===== src/rtl/seg_scan_ctrl.sv =====
// seg_scan_ctrl
// Time-multiplexed scan controller for an NDIG-digit common-anode 7-segment
// display sharing one 4-bit-to-7-segment decoder. Each digit owns a slot of
// DIV cycles; the first DEAD cycles of every slot keep all selects off to
// suppress ghosting. New display words arrive over a valid/ready handshake
// and are held in a pending register until the next frame boundary.
//
// Ports:
//   clk          system clock
//   rst_n        asynchronous active-low reset
//   load_valid   new display word offered
//   load_ready   controller can accept a word (no word pending)
//   load_data    digit i in bits [4i+3:4i], digit 0 least significant
//   lz_en        leading-zero suppression enable, sampled every cycle
//   digit_nibble nibble for the shared segment decoder (registered)
//   digit_sel_n  active-low digit select, one-hot-low or all ones (registered)
//   frame_done   one-cycle pulse on the last cycle of digit NDIG-1's slot

module seg_scan_ctrl #(
  parameter int unsigned NDIG = 4,
  parameter int unsigned DIV  = 1000,
  parameter int unsigned DEAD = 2
) (
  input  logic              clk,
  input  logic              rst_n,
  input  logic              load_valid,
  output logic              load_ready,
  input  logic [4*NDIG-1:0] load_data,
  input  logic              lz_en,
  output logic [3:0]        digit_nibble,
  output logic [NDIG-1:0]   digit_sel_n,
  output logic              frame_done
);

  localparam int unsigned CW = $clog2(DIV);
  localparam int unsigned IW = $clog2(NDIG);

  localparam logic [CW-1:0] CNT_LAST = CW'(DIV - 1);
  localparam logic [CW-1:0] CNT_PRE  = CW'(DIV - 2);
  localparam logic [CW-1:0] CNT_DEAD = CW'(DEAD);
  localparam logic [IW-1:0] IDX_LAST = IW'(NDIG - 1);

  logic [CW-1:0]     cnt;
  logic [IW-1:0]     idx;
  logic [4*NDIG-1:0] active;
  logic [4*NDIG-1:0] pending;
  logic              pend_v;

  logic              slot_end;
  logic              wrap;
  logic              pre_wrap;
  logic [3:0]        act_nib [NDIG];
  logic [NDIG:1]     zero_from;   // zero_from[k]: digits k..NDIG-1 are all zero
  logic [NDIG-1:0]   supp;
  logic [NDIG-1:0]   sel_d;
  logic [3:0]        nib_d;

  assign load_ready = ~pend_v;

  assign slot_end = (cnt == CNT_LAST);
  assign wrap     = slot_end && (idx == IDX_LAST);
  // frame_done is registered yet must coincide with the wrap cycle itself,
  // so it is loaded one cycle early from the cycle preceding the wrap.
  assign pre_wrap = (cnt == CNT_PRE) && (idx == IDX_LAST);

  for (genvar g = 0; g < NDIG; g++) begin : g_nib
    assign act_nib[g] = active[4*g +: 4];
  end

  assign zero_from[NDIG] = (act_nib[NDIG-1] == 4'h0);
  for (genvar g = 1; g < NDIG; g++) begin : g_zero
    if (g < NDIG - 1) begin : g_chain
      assign zero_from[g] = (act_nib[g] == 4'h0) && zero_from[g+1];
    end else begin : g_top
      assign zero_from[g] = zero_from[NDIG];
    end
  end

  // Digit 0 is never blanked, so a value of zero still shows one '0'.
  assign supp = {zero_from[NDIG-1:1] & {(NDIG-1){lz_en}}, 1'b0};

  always_comb begin
    nib_d = act_nib[idx];
    sel_d = '1;
    if ((cnt >= CNT_DEAD) && !supp[idx]) begin
      sel_d[idx] = 1'b0;
    end
  end

  always_ff @(posedge clk or negedge rst_n) begin
    if (!rst_n) begin
      cnt          <= '0;
      idx          <= '0;
      active       <= '0;
      pending      <= '0;
      pend_v       <= 1'b0;
      digit_nibble <= '0;
      digit_sel_n  <= '1;
      frame_done   <= 1'b0;
    end else begin
      if (slot_end) begin
        cnt <= '0;
        idx <= (idx == IDX_LAST) ? '0 : idx + 1'b1;
      end else begin
        cnt <= cnt + 1'b1;
      end

      // Commit and accept never collide: a pending word blocks acceptance,
      // and a word accepted in the wrap cycle waits a full frame.
      if (wrap && pend_v) begin
        active <= pending;
        pend_v <= 1'b0;
      end else if (load_valid && !pend_v) begin
        pending <= load_data;
        pend_v  <= 1'b1;
      end

      digit_nibble <= nib_d;
      digit_sel_n  <= sel_d;
      frame_done   <= pre_wrap;
    end
  end

endmodule


===== config.mk =====
export PLATFORM = sky130hd
export DESIGN_NAME = seg_scan_ctrl
export DESIGN_NICKNAME = d
export VERILOG_FILES = /design/src/rtl/seg_scan_ctrl.sv
export SDC_FILE = /design/constraint.sdc
export NUM_CORES = 1
export LEC_CHECK = 0
export CAP_MARGIN = 10
export CORE_ASPECT_RATIO = 1.75
export CORE_UTILIZATION = 59
export DETAILED_ROUTE_END_ITERATION = 10
export PLACE_DENSITY = 0.92
export SYNTH_ARGS = -nofsm -noshare
export SYNTH_HDL_FRONTEND = slang
export SYNTH_SLANG_ARGS = --single-unit
export TNS_END_PERCENT = 30

===== constraint.sdc =====
create_clock -name clk -period 5 [get_ports clk]
set_clock_uncertainty 0.1 [all_clocks]
set_input_delay 1 -clock clk [delete_from_list [all_inputs] [get_ports clk]]
set_output_delay 1 -clock clk [all_outputs]
set_load 0.05 [all_outputs]

==> metrics.md <==
| Metric | Value |
|---|---|
| Status | finished, final reports clean |
| Final TNS setup | 0 ns |
| Hold depth | 1 |
| Setup Viol. Count Final | 0 |
| Pwr dens | 301 mW/mm^2 |
| Largest stage delay on the critical path | 0.79 ns |
| Hold_buf cts | 0 |
| First-pass GRT wire length | 7830 um |
| Syn avg cell area | 14.1 sq um |
| Final period util | 54.3% |
| Worst IR Drop VDD | 0.273 mV |
| Max cap viols | 0 |
| Postcts setup bufs | 0 |
| P_leak | 1.29 nW |
| Worst EP arrival | 1.62 ns |
| Antenna cells | 0 |
| Clock Tree Buf Depth | 2 |
| Wirelength per Cell | 19.3 um |
| Initial antenna violation count | 0 |
| Slew Limit Fails | 0 |
| Fmax | 368 MHz |
| Initial Util | 61.8% |
| DRC Markers | 0 |
| Post-synth EDFFs | 0 |
| Pin count of the biggest net entering global routing | 55 |
| Crit. End Element | output port |
| Syn_nets | 195 |
| Layout area overhead | 19.1% |
| Die X | 50.1 um |
| Final ANT Viol Nets | 0 |
| Setup WS pre-CTS | 1.78 ns |
| Post-synth ARST share | 100% |
| CTS H-Tree Depth | 2 |
| CTS tree | yes |
| Most frequent cells in the layout | dfrtp_1, clkdlybuf4s50_1, mux2_2 |
| Worst skew pair latency | 0.31 ns |
| Setup slack, reg-to-reg | 2.73 ns |
| Crit Path Class | reg -> out |
| Reg2reg end | idx[0] |
| Final net count | 225 |
| Port Buffers | 29 |
| Min-Delay Endpoint | active[3] |
| Layout cells sized above 1 | 28.5% |
| Worst Tran Pin Value | 0.854 ns |
| Total Die Area | 0.00432 sq mm |
| Die height | 86.2 um |
| Synth Instances | 169 |
| Clock slew at reported path FFs | 0.09 ns |
| Sequential-to-total area share from yosys stat | 56.8% |
| Max FO, Critical Path | 1 |
| Mapped cell area | 0.00239 sq mm |
| Clock sinks | 54 |
| Largest delay contributor family on the critical path | buffers and inverters |
| Tmin final | 2.72 ns |
| GRT Overall Usage | 25.3% |
| RSZ-0062 raised after global routing | no |
| Synth warnings | 0 |
| Main flop type after synthesis | dfrtp_1 |
| Core area | 0.00387 sq mm |
| Cell chain of the critical path | clkdlybuf4s50_1 |
| Post-route cell area | 0.00285 sq mm |
| DRT Pass-1 Iters | 4 |
| Worst Setup SP | digit_sel_n[3] |
| Area of placed instances | 0.00268 sq mm |
| Routed via count | 1482 |
| CTS Buf Count | 5 |
| Fill count | 254 |
| Worst reg2reg startpoint | cnt[0] |
| Vias in the first global route | 1616 |
| Cells on worst reg2reg path | 4 |
| WL final | 4800 um |
| CP bufs+invs | 1 |
| Hold Path Class | reg -> reg |
| Vias per inst | 5.98 |
| Worst path slowest cell | clkdlybuf4s50_1 |
| Setup WS post-layout | 2.28 ns |
| Commonest non-fill, non-tap cell in the layout | dfrtp_1 |
| 1st-iter DRT viols | 32 |
| Slew headroom | 42.6% |
| Worst path required time | 3.90 ns |
| Min-delay src | pending[3] |
| Num rows | 30 |
| Final hold viol count | 0 |
| Post-CTS resize count | 0 |
| Grt ovf | 0 |
| Element type at the critical path start | register |
| Distinct cells, synth | 37 |
| Routability Congestion | 0.836 |
| HPWL after detailed placement | 3420 um |
| # IOs | 30 |
| #FFs+latches synth | 54 |
| CTS root buffer | clkbuf_8 |
-- layer usage --
metal | vias up | routed length [um] | global-route usage, %
li1 | 667 | - | -
met1 | 753 | 1740 | 26.7
met2 | 48 | 2770 | 46.5
met3 | 14 | 147 | 5.79
met4 | 0 | 131 | 10.9
met5 | - | 0 | 0
-- cells in the mapped netlist (4+ instances only) --
library cell / count / area share (%)
dfrtp_1: 50 / 52
mux2_2: 25 / 12
inv_1: 9 / 1.4
mux2_4: 9 / 5.7
ha_1: 6 / 3.1
nand3_1: 6 / 1.3
nor2_1: 6 / 0.94
o211ai_1: 5 / 1.6
clkbuf_1: 4 / 0.63
dfstp_2: 4 / 4.4
mux4_2: 4 / 3.8
nand2_1: 4 / 0.63
nor3_1: 4 / 0.84
nor4_1: 4 / 1.0
-- cell families after synthesis --
kind of cell	synth area share, %
flops	56.8
mux	21.2
simple gates	9.06
compound gates	5.03
buf+inv	3.67
fa+ha+maj	3.14
xor+xnor	1.10
-- area by class of cell --
type                    instances  area [sq um]  area share [%]
flip-flops and latches         54          1360            47.7
multi-input cells              99           947            33.3
well taps                      48          60.1            2.11
clock inverters                 2          60.1            2.11
repair buffers                 30           305            10.7
inverters                       9          33.8            1.19
clock buffers                   6          82.6            2.90
-- where the power goes --
group / internal [mW] / leakage, nW / switching (mW)
Combinational: 0.0268 / 0.530 / 0.0157
Sequential: 0.453 / 0.690 / 0.00984
Clock: 0.213 / 0.0714 / 0.138
Total: 0.693 / 1.29 / 0.163
-- per-stage QoR --
stage	utilization, %	hold slack (ns)	std cells	power [mW]
2_1_floorplan	-	0.377	169	0.483
3_5_place_dp	69.3	0.392	239	0.513
4_1_cts	73.0	0.420	247	0.858
6_report	73.6	0.413	248	0.857
5_1_grt	73.6	0.435	248	0.887
3_3_place_gp	69.3	0.387	239	0.508
-- state kept, by name, indices dropped and copies added (netlist names) --
| name | flops |
|---|---|
| active | 16 |
| pending | 16 |
| cnt | 10 |
| digit_nibble | 4 |
| digit_sel_n | 4 |
| idx | 2 |
| frame_done | 1 |
| pend_v | 1 |
-- how the worst max path moves through the flow --
stage,end,slack (ns),cells after the start
3_3_place_gp,pending[7],1.96,3
3_5_place_dp,pending[7],1.78,3
4_1_cts,pending[12],2.07,3
6_report,digit_sel_n[3],2.28,1
5_1_grt,load_ready,2.22,2
2_1_floorplan,pending[10],2.70,4
-- worst reg2reg max path, cell delays in order, from the launching register on --
cell,delay (ns)
dfrtp_1,0.45
ha_1,0.31
inv_1,0.14
nor3_1,0.73
mux2_2,0.42
(Power assumes the default switching activity.)
